## config.mk

```make
export PLATFORM = sky130hd
export DESIGN_NAME = alavanca2serial_tx_flat
export DESIGN_NICKNAME = d
export VERILOG_FILES = /design/src/rtl/alavanca2serial_tx_if.sv /design/src/rtl/alavanca2serial_tx.sv /design/src/flat_wrapper.sv
export SDC_FILE = /design/constraint.sdc
export NUM_CORES = 1
export LEC_CHECK = 0
export CELL_PAD_IN_SITES_DETAIL_PLACEMENT = 1
export CELL_PAD_IN_SITES_GLOBAL_PLACEMENT = 1
export CORE_ASPECT_RATIO = 0.5
export CORE_UTILIZATION = 39
export CTS_CLUSTER_DIAMETER = 120
export DETAILED_ROUTE_END_ITERATION = 8
export PLACE_DENSITY = 0.76
export SYNTH_ARGS = -nofsm -noshare
export SYNTH_HDL_FRONTEND = slang
export SYNTH_SLANG_ARGS = --single-unit
```

## constraint.sdc

```tcl
create_clock -name clock -period 2.05 [get_ports clock]
set_input_delay 0.41 -clock clock [delete_from_list [all_inputs] [get_ports clock]]
set_output_delay 0.41 -clock clock [all_outputs]
set_load 0.02 [all_outputs]
```

## src/rtl/alavanca2serial_tx_if.sv

```systemverilog
// Lever frame transmitter bus: request, snapshot inputs, UART line and status.
// The DUT side uses slave; the driver side uses master.
interface alavanca2serial_tx_if;
    logic        enviar;
    logic [15:0] al1Bits;
    logic [15:0] al2Bits;
    logic        TX;
    logic        ocupado;
    logic        pronto;
    logic [1:0]  db_estado;
    logic [2:0]  db_byte;

    modport master (
        output enviar, al1Bits, al2Bits,
        input  TX, ocupado, pronto, db_estado, db_byte
    );

    modport slave (
        input  enviar, al1Bits, al2Bits,
        output TX, ocupado, pronto, db_estado, db_byte
    );
endinterface

```

## src/rtl/alavanca2serial_tx.sv

```systemverilog
// Sends "DATA" followed by two 16-bit lever values, LSB first, as 8N1 bytes.
// All outputs are flops; TX idles high.
module alavanca2serial_tx #(
    parameter int BIT_TICKS = 434
) (
    input logic              clock,
    input logic              reset,
    alavanca2serial_tx_if.slave bus
);

    localparam int TW = (BIT_TICKS > 1) ? $clog2(BIT_TICKS) : 1;

    typedef enum logic [1:0] {
        IDLE  = 2'd0,
        START = 2'd1,
        DATA  = 2'd2,
        STOP  = 2'd3
    } state_t;

    state_t        state_q, state_d;
    logic [TW-1:0] tick_q, tick_d;
    logic [2:0]    bit_q, bit_d;
    logic [2:0]    byte_q, byte_d;
    logic [15:0]   al1_q, al1_d;
    logic [15:0]   al2_q, al2_d;
    logic          tx_q, tx_d;
    logic          ocupado_q, ocupado_d;
    logic          pronto_q, pronto_d;

    logic [7:0]    cur_byte;
    logic [2:0]    nxt_bit;
    logic          tick_last;

    always_comb begin
        cur_byte = 8'h00;
        unique case (byte_q)
            3'd0: cur_byte = 8'h44;
            3'd1: cur_byte = 8'h41;
            3'd2: cur_byte = 8'h54;
            3'd3: cur_byte = 8'h41;
            3'd4: cur_byte = al1_q[7:0];
            3'd5: cur_byte = al1_q[15:8];
            3'd6: cur_byte = al2_q[7:0];
            3'd7: cur_byte = al2_q[15:8];
            default: cur_byte = 8'h00;
        endcase
    end

    assign nxt_bit   = bit_q + 3'd1;
    assign tick_last = (tick_q == TW'(BIT_TICKS - 1));

    always_comb begin
        state_d   = state_q;
        tick_d    = tick_q;
        bit_d     = bit_q;
        byte_d    = byte_q;
        al1_d     = al1_q;
        al2_d     = al2_q;
        tx_d      = tx_q;
        ocupado_d = ocupado_q;
        pronto_d  = 1'b0;

        if (state_q == IDLE) begin
            tx_d      = 1'b1;
            ocupado_d = 1'b0;
            if (bus.enviar && !ocupado_q) begin
                state_d   = START;
                tick_d    = '0;
                bit_d     = 3'd0;
                byte_d    = 3'd0;
                al1_d     = bus.al1Bits;
                al2_d     = bus.al2Bits;
                tx_d      = 1'b0;
                ocupado_d = 1'b1;
            end
        end else if (!tick_last) begin
            tick_d = tick_q + 1'b1;
        end else begin
            // Bit boundary: pick the next line level together with the state.
            tick_d = '0;
            unique case (state_q)
                START: begin
                    state_d = DATA;
                    bit_d   = 3'd0;
                    tx_d    = cur_byte[0];
                end
                DATA: begin
                    if (bit_q == 3'd7) begin
                        state_d = STOP;
                        tx_d    = 1'b1;
                    end else begin
                        bit_d = nxt_bit;
                        tx_d  = cur_byte[nxt_bit];
                    end
                end
                STOP: begin
                    if (byte_q == 3'd7) begin
                        state_d   = IDLE;
                        byte_d    = 3'd0;
                        tx_d      = 1'b1;
                        ocupado_d = 1'b0;
                        pronto_d  = 1'b1;
                    end else begin
                        state_d = START;
                        byte_d  = byte_q + 3'd1;
                        tx_d    = 1'b0;
                    end
                end
                default: begin
                    state_d = IDLE;
                    tx_d    = 1'b1;
                end
            endcase
        end
    end

    always_ff @(posedge clock) begin
        if (reset) begin
            state_q   <= IDLE;
            tick_q    <= '0;
            bit_q     <= 3'd0;
            byte_q    <= 3'd0;
            al1_q     <= 16'h0000;
            al2_q     <= 16'h0000;
            tx_q      <= 1'b1;
            ocupado_q <= 1'b0;
            pronto_q  <= 1'b0;
        end else begin
            state_q   <= state_d;
            tick_q    <= tick_d;
            bit_q     <= bit_d;
            byte_q    <= byte_d;
            al1_q     <= al1_d;
            al2_q     <= al2_d;
            tx_q      <= tx_d;
            ocupado_q <= ocupado_d;
            pronto_q  <= pronto_d;
        end
    end

    assign bus.TX        = tx_q;
    assign bus.ocupado   = ocupado_q;
    assign bus.pronto    = pronto_q;
    assign bus.db_estado = state_q;
    assign bus.db_byte   = byte_q;

endmodule

```

## src/flat_wrapper.sv

```systemverilog
// flat-port wrapper written by rule: the top's interface ports become plain ports
module alavanca2serial_tx_flat 
#(
    parameter int BIT_TICKS = 434
)
  (clock, reset, bus_enviar, bus_al1Bits, bus_al2Bits, bus_TX, bus_ocupado, bus_pronto, bus_db_estado, bus_db_byte);
  alavanca2serial_tx_if bus_i ();
  input logic clock;
  input logic reset;
  input wire logic [$bits(bus_i.enviar)-1:0] bus_enviar;
  input wire logic [$bits(bus_i.al1Bits)-1:0] bus_al1Bits;
  input wire logic [$bits(bus_i.al2Bits)-1:0] bus_al2Bits;
  output wire logic [$bits(bus_i.TX)-1:0] bus_TX;
  output wire logic [$bits(bus_i.ocupado)-1:0] bus_ocupado;
  output wire logic [$bits(bus_i.pronto)-1:0] bus_pronto;
  output wire logic [$bits(bus_i.db_estado)-1:0] bus_db_estado;
  output wire logic [$bits(bus_i.db_byte)-1:0] bus_db_byte;
  assign bus_i.enviar = bus_enviar;
  assign bus_i.al1Bits = bus_al1Bits;
  assign bus_i.al2Bits = bus_al2Bits;
  assign bus_TX = bus_i.TX;
  assign bus_ocupado = bus_i.ocupado;
  assign bus_pronto = bus_i.pronto;
  assign bus_db_estado = bus_i.db_estado;
  assign bus_db_byte = bus_i.db_byte;
  alavanca2serial_tx #(.BIT_TICKS(BIT_TICKS)) u_core (.clock(clock), .reset(reset), .bus(bus_i));
endmodule
```

==> results by group <==
Drt
  – WL/cell: 17.82 um
  – DRT iter0 DRCs: 202
  – Vias per cell: 5.714
  – Via count: 2720
  – ANT nets after route: 0
  – DRT Pass-1 Iters: 4
  – Post-Route WL: 8.482 mm
  – Remaining DRCs: 0

Global routing
  – GRT Residual Overflow: 0
  – All-Layer GR Usage: 25.07%
  – Initial antenna violation count: 0
  – Busiest grt layer: met2
  – Met1 usage in global routing: 31.56%
  – First-pass GRT wire length: 13.52 mm
  – Number of global-route vias before repair: 2756
  – Met2 Use GR: 44.87%
  – Largest net degree at the start of global routing: 34
  – Global Route met3 Usage: 5.534%

STA
  – Fmax: 503.0 MHz
  – Final hold vios: 0
  – Tcrit/Tclk final: 96.98%
  – Relative slew slack: 67.04%
  – Final setup violation count: 0
  – Fin. max-slew vios: 0
  – Layout Skew: 0.004003 ns
  – Min Hold Slack: 0.4649 ns
  – Setup ws final: 0.06199 ns
  – RSZ-0062 raised after global routing: yes
  – Tmin final: 1.988 ns
  – Tightest Pin Transition: 0.4945 ns

Worst setup path
  – Reg2reg end: u_core.bus.TX
  – Crit path kind: reg2reg
  – Worst setup SP type: flip-flop
  – Setup crit end kind: flip-flop
  – R2R depth: 8
  – Worst setup path startpoint: u_core.bus.db_byte[1]
  – Crit Reg-Reg Startpoint: u_core.bus.db_byte[1]
  – CP Data Required Time: 2.22 ns
  – Crit-path max FO: 8
  – Critical path arrival: 2.16 ns
  – R2R Setup Slk: 0.06 ns

Cells and area
  – Share of cells above drive strength 1: 14.69%
  – Most frequent cells in the layout: nand2_1 (78), a21oi_1 (50), dfxtp_1 (50)
  – Final Instance Count excl. Fillers: 476
  – Most common cell after layout, fill and taps aside: nand2_1
  – Antenna cell count: 0
  – Layout area overhead: 35.79%
  – Nets@finish: 436
  – Final core utilization: 56.68%
  – Filler cell count: 765

Clocking
  – Clk root buf: clkbuf_16
  – CTS Buf Count: 5
  – CTS tree: done
  – # H-tree levels: 2
  – Later-pin clock latency in the skew report: 0.29 ns
  – Maximum clock path buffer count: 2
  – Hold-fix buffers, CTS: 0
  – Clock sinks: 52
  – CTS clk-pin slew, worst paths: 0.07 ns

Hold path
  – HP Class: reg2reg
  – Worst hold endpoint: u_core.al1_q[9]
  – Hold Path Stages: 2
  – Hold Crit Start: u_core.al1_q[9]

Synth
  – Predominant post-synthesis flop cell: dfxtp_1
  – Ys Warns: 0
  – Netlist cell types: 51
  – Post-synth top area cell: dfxtp_1
  – Synthesized area: 2611 um2
  – Net Count, Synth: 383
  – Syn_area_per_cell: 7.818 um2
  – Sequential-to-total area share from yosys stat: 39.87%
  – Post-synth EDFFs: 0
  – Synthesized flop and latch total: 52
  – Top cells by area, synth: dfxtp_1 (40%), nand2_1 (11%), a21oi_1 (9.6%)
  – Mapped Cells: 334
  – FFs w/ async S/R, synth: 0%
  – Synth top area share: 39.87%

Placement
  – Routability cong.: 0.8597
  – Buffers added on ports: 42
  – Number of instances in the placed design: 464
  – Place WS: -0.07382 ns
  – HPWL after detailed placement: 5.844 mm

Pwr
  – Total power: 4073 uW
  – Peak VDD IR: 383.3 uV
  – PD cells: 1149 nW/um2
  – Leakage Power: 0.001259 uW

Floorplan
  – Die Width: 117.7 um
  – Die Ht: 59.86 um
  – IO Pins: 43
  – Core Area: 6256 um2
  – FP Rows: 20
  – Starting Density: 41.74%
  – Die area: 7047 um2

Flow run
  – Maxcap violations: 0

Status
  – Outcome: finished clean
==> state kept, by name, summed over array words and instances, names as in the netlist <==
signal                count
u_core.bus.pronto         1
u_core.al2_q             16
u_core.bus.TX             1
u_core.bit_q              3
u_core.bus.ocupado        1
u_core.tick_q             9
u_core.bus.db_estado      2
u_core.bus.db_byte        3
u_core.al1_q             16
==> critical path: stages, from the launching register on <==
cell and delay (ns):
dfxtp_4 0.37, buf_4 0.15, ha_4 0.17, ha_4 0.19, a22oi_2 0.18, o21bai_1 0.12
o41ai_2 0.36, and4_1 0.26, o21ai_1 0.06
==> worst max path at each step <==
stage / to / slack (ns) / cells after the start
finish: u_core.bus.TX / 0.06 / 8
floorplan: u_core.bus.TX / 0.01 / 8
global placement: u_core.bus.TX / 0.13 / 6
detailed placement: u_core.bus.TX / -0.07 / 7
global route: u_core.bus.db_estado[0] / -0.03 / 7
CTS: u_core.bus.TX / 0.003 / 8
==> where the power goes <==
group	internal (uW)	switching [uW]
Clock	575	376
Combinational	706	1040
Sequential	1210	164
==> layer usage <==
| layer | wire [um] | vias up |
|---|---|---|
| met1 | 4013 | 1360 |
| met4 | 46 | 0 |
| met5 | 0 | - |
| met3 | 334 | 6 |
| met2 | 4087 | 59 |
| li1 | - | 1295 |
==> synthesized netlist by cell type (all sizes together) (2+ instances only) <==
master and n:
nor4 3, nand2b 6, nor2 17, and3 3
nand2 78, clkbuf 15, o211ai 2, buf 7
and4 2, a21o 2, o21ai 8, a22oi 4
dfxtp 52, a221oi 4, nor3 4, a21oi 50
a211oi 2, inv 8, a31oi 3, nor4b 2
or3 3, a222oi 2, ha 14, nand3 13
nand4b 2, nand4 5, a311oi 5, a22o 2
==> what timing repair did <==
action	in CTS	in global routing
endpoints found under the setup margin	1	2
buffers inserted	4	0
pin swaps	6	4
gates resized for setup	18	10
endpoints found under the hold margin	0	0
==> kinds of logic (layout without fill, tap and decap cells) <==
kind of cell | after synthesis | count (layout) | synth area share [%]
AND/OR/NAND/NOR | 145 | 145 | 26.12
AO/OA/AOI/OAI | 91 | 91 | 21.85
flip-flops | 52 | 52 | 39.87
buffers and inverters | 31 | 85 | 5.079
adder cells (fa/ha/maj) | 14 | 14 | 6.708
multiplexers | 1 | 1 | 0.3833
==> layout make-up <==
| class | count | area [um2] | area share, % |
|---|---|---|---|
| Clock buffer | 6 | 128.9 | 3.634 |
| Clock inverter | 2 | 35.03 | 0.9880 |
| Inverter | 9 | 36.28 | 1.023 |
| Multi-Input combinational cell | 251 | 1563 | 44.07 |
| Sequential cell | 52 | 1046 | 29.50 |
| Tap cell | 88 | 110.1 | 3.105 |
| Timing Repair Buffer | 68 | 626.9 | 17.68 |
==> per-stage QoR <==
stage          TNS (ns)  area, um2
5_1_grt        -0.03526       3546
6_report              0       3546
2_1_floorplan         0       2611
4_1_cts               0       3485
3_5_place_dp   -0.07382       3218
3_3_place_gp          0       3218
Power figures use the tool's default switching activity.
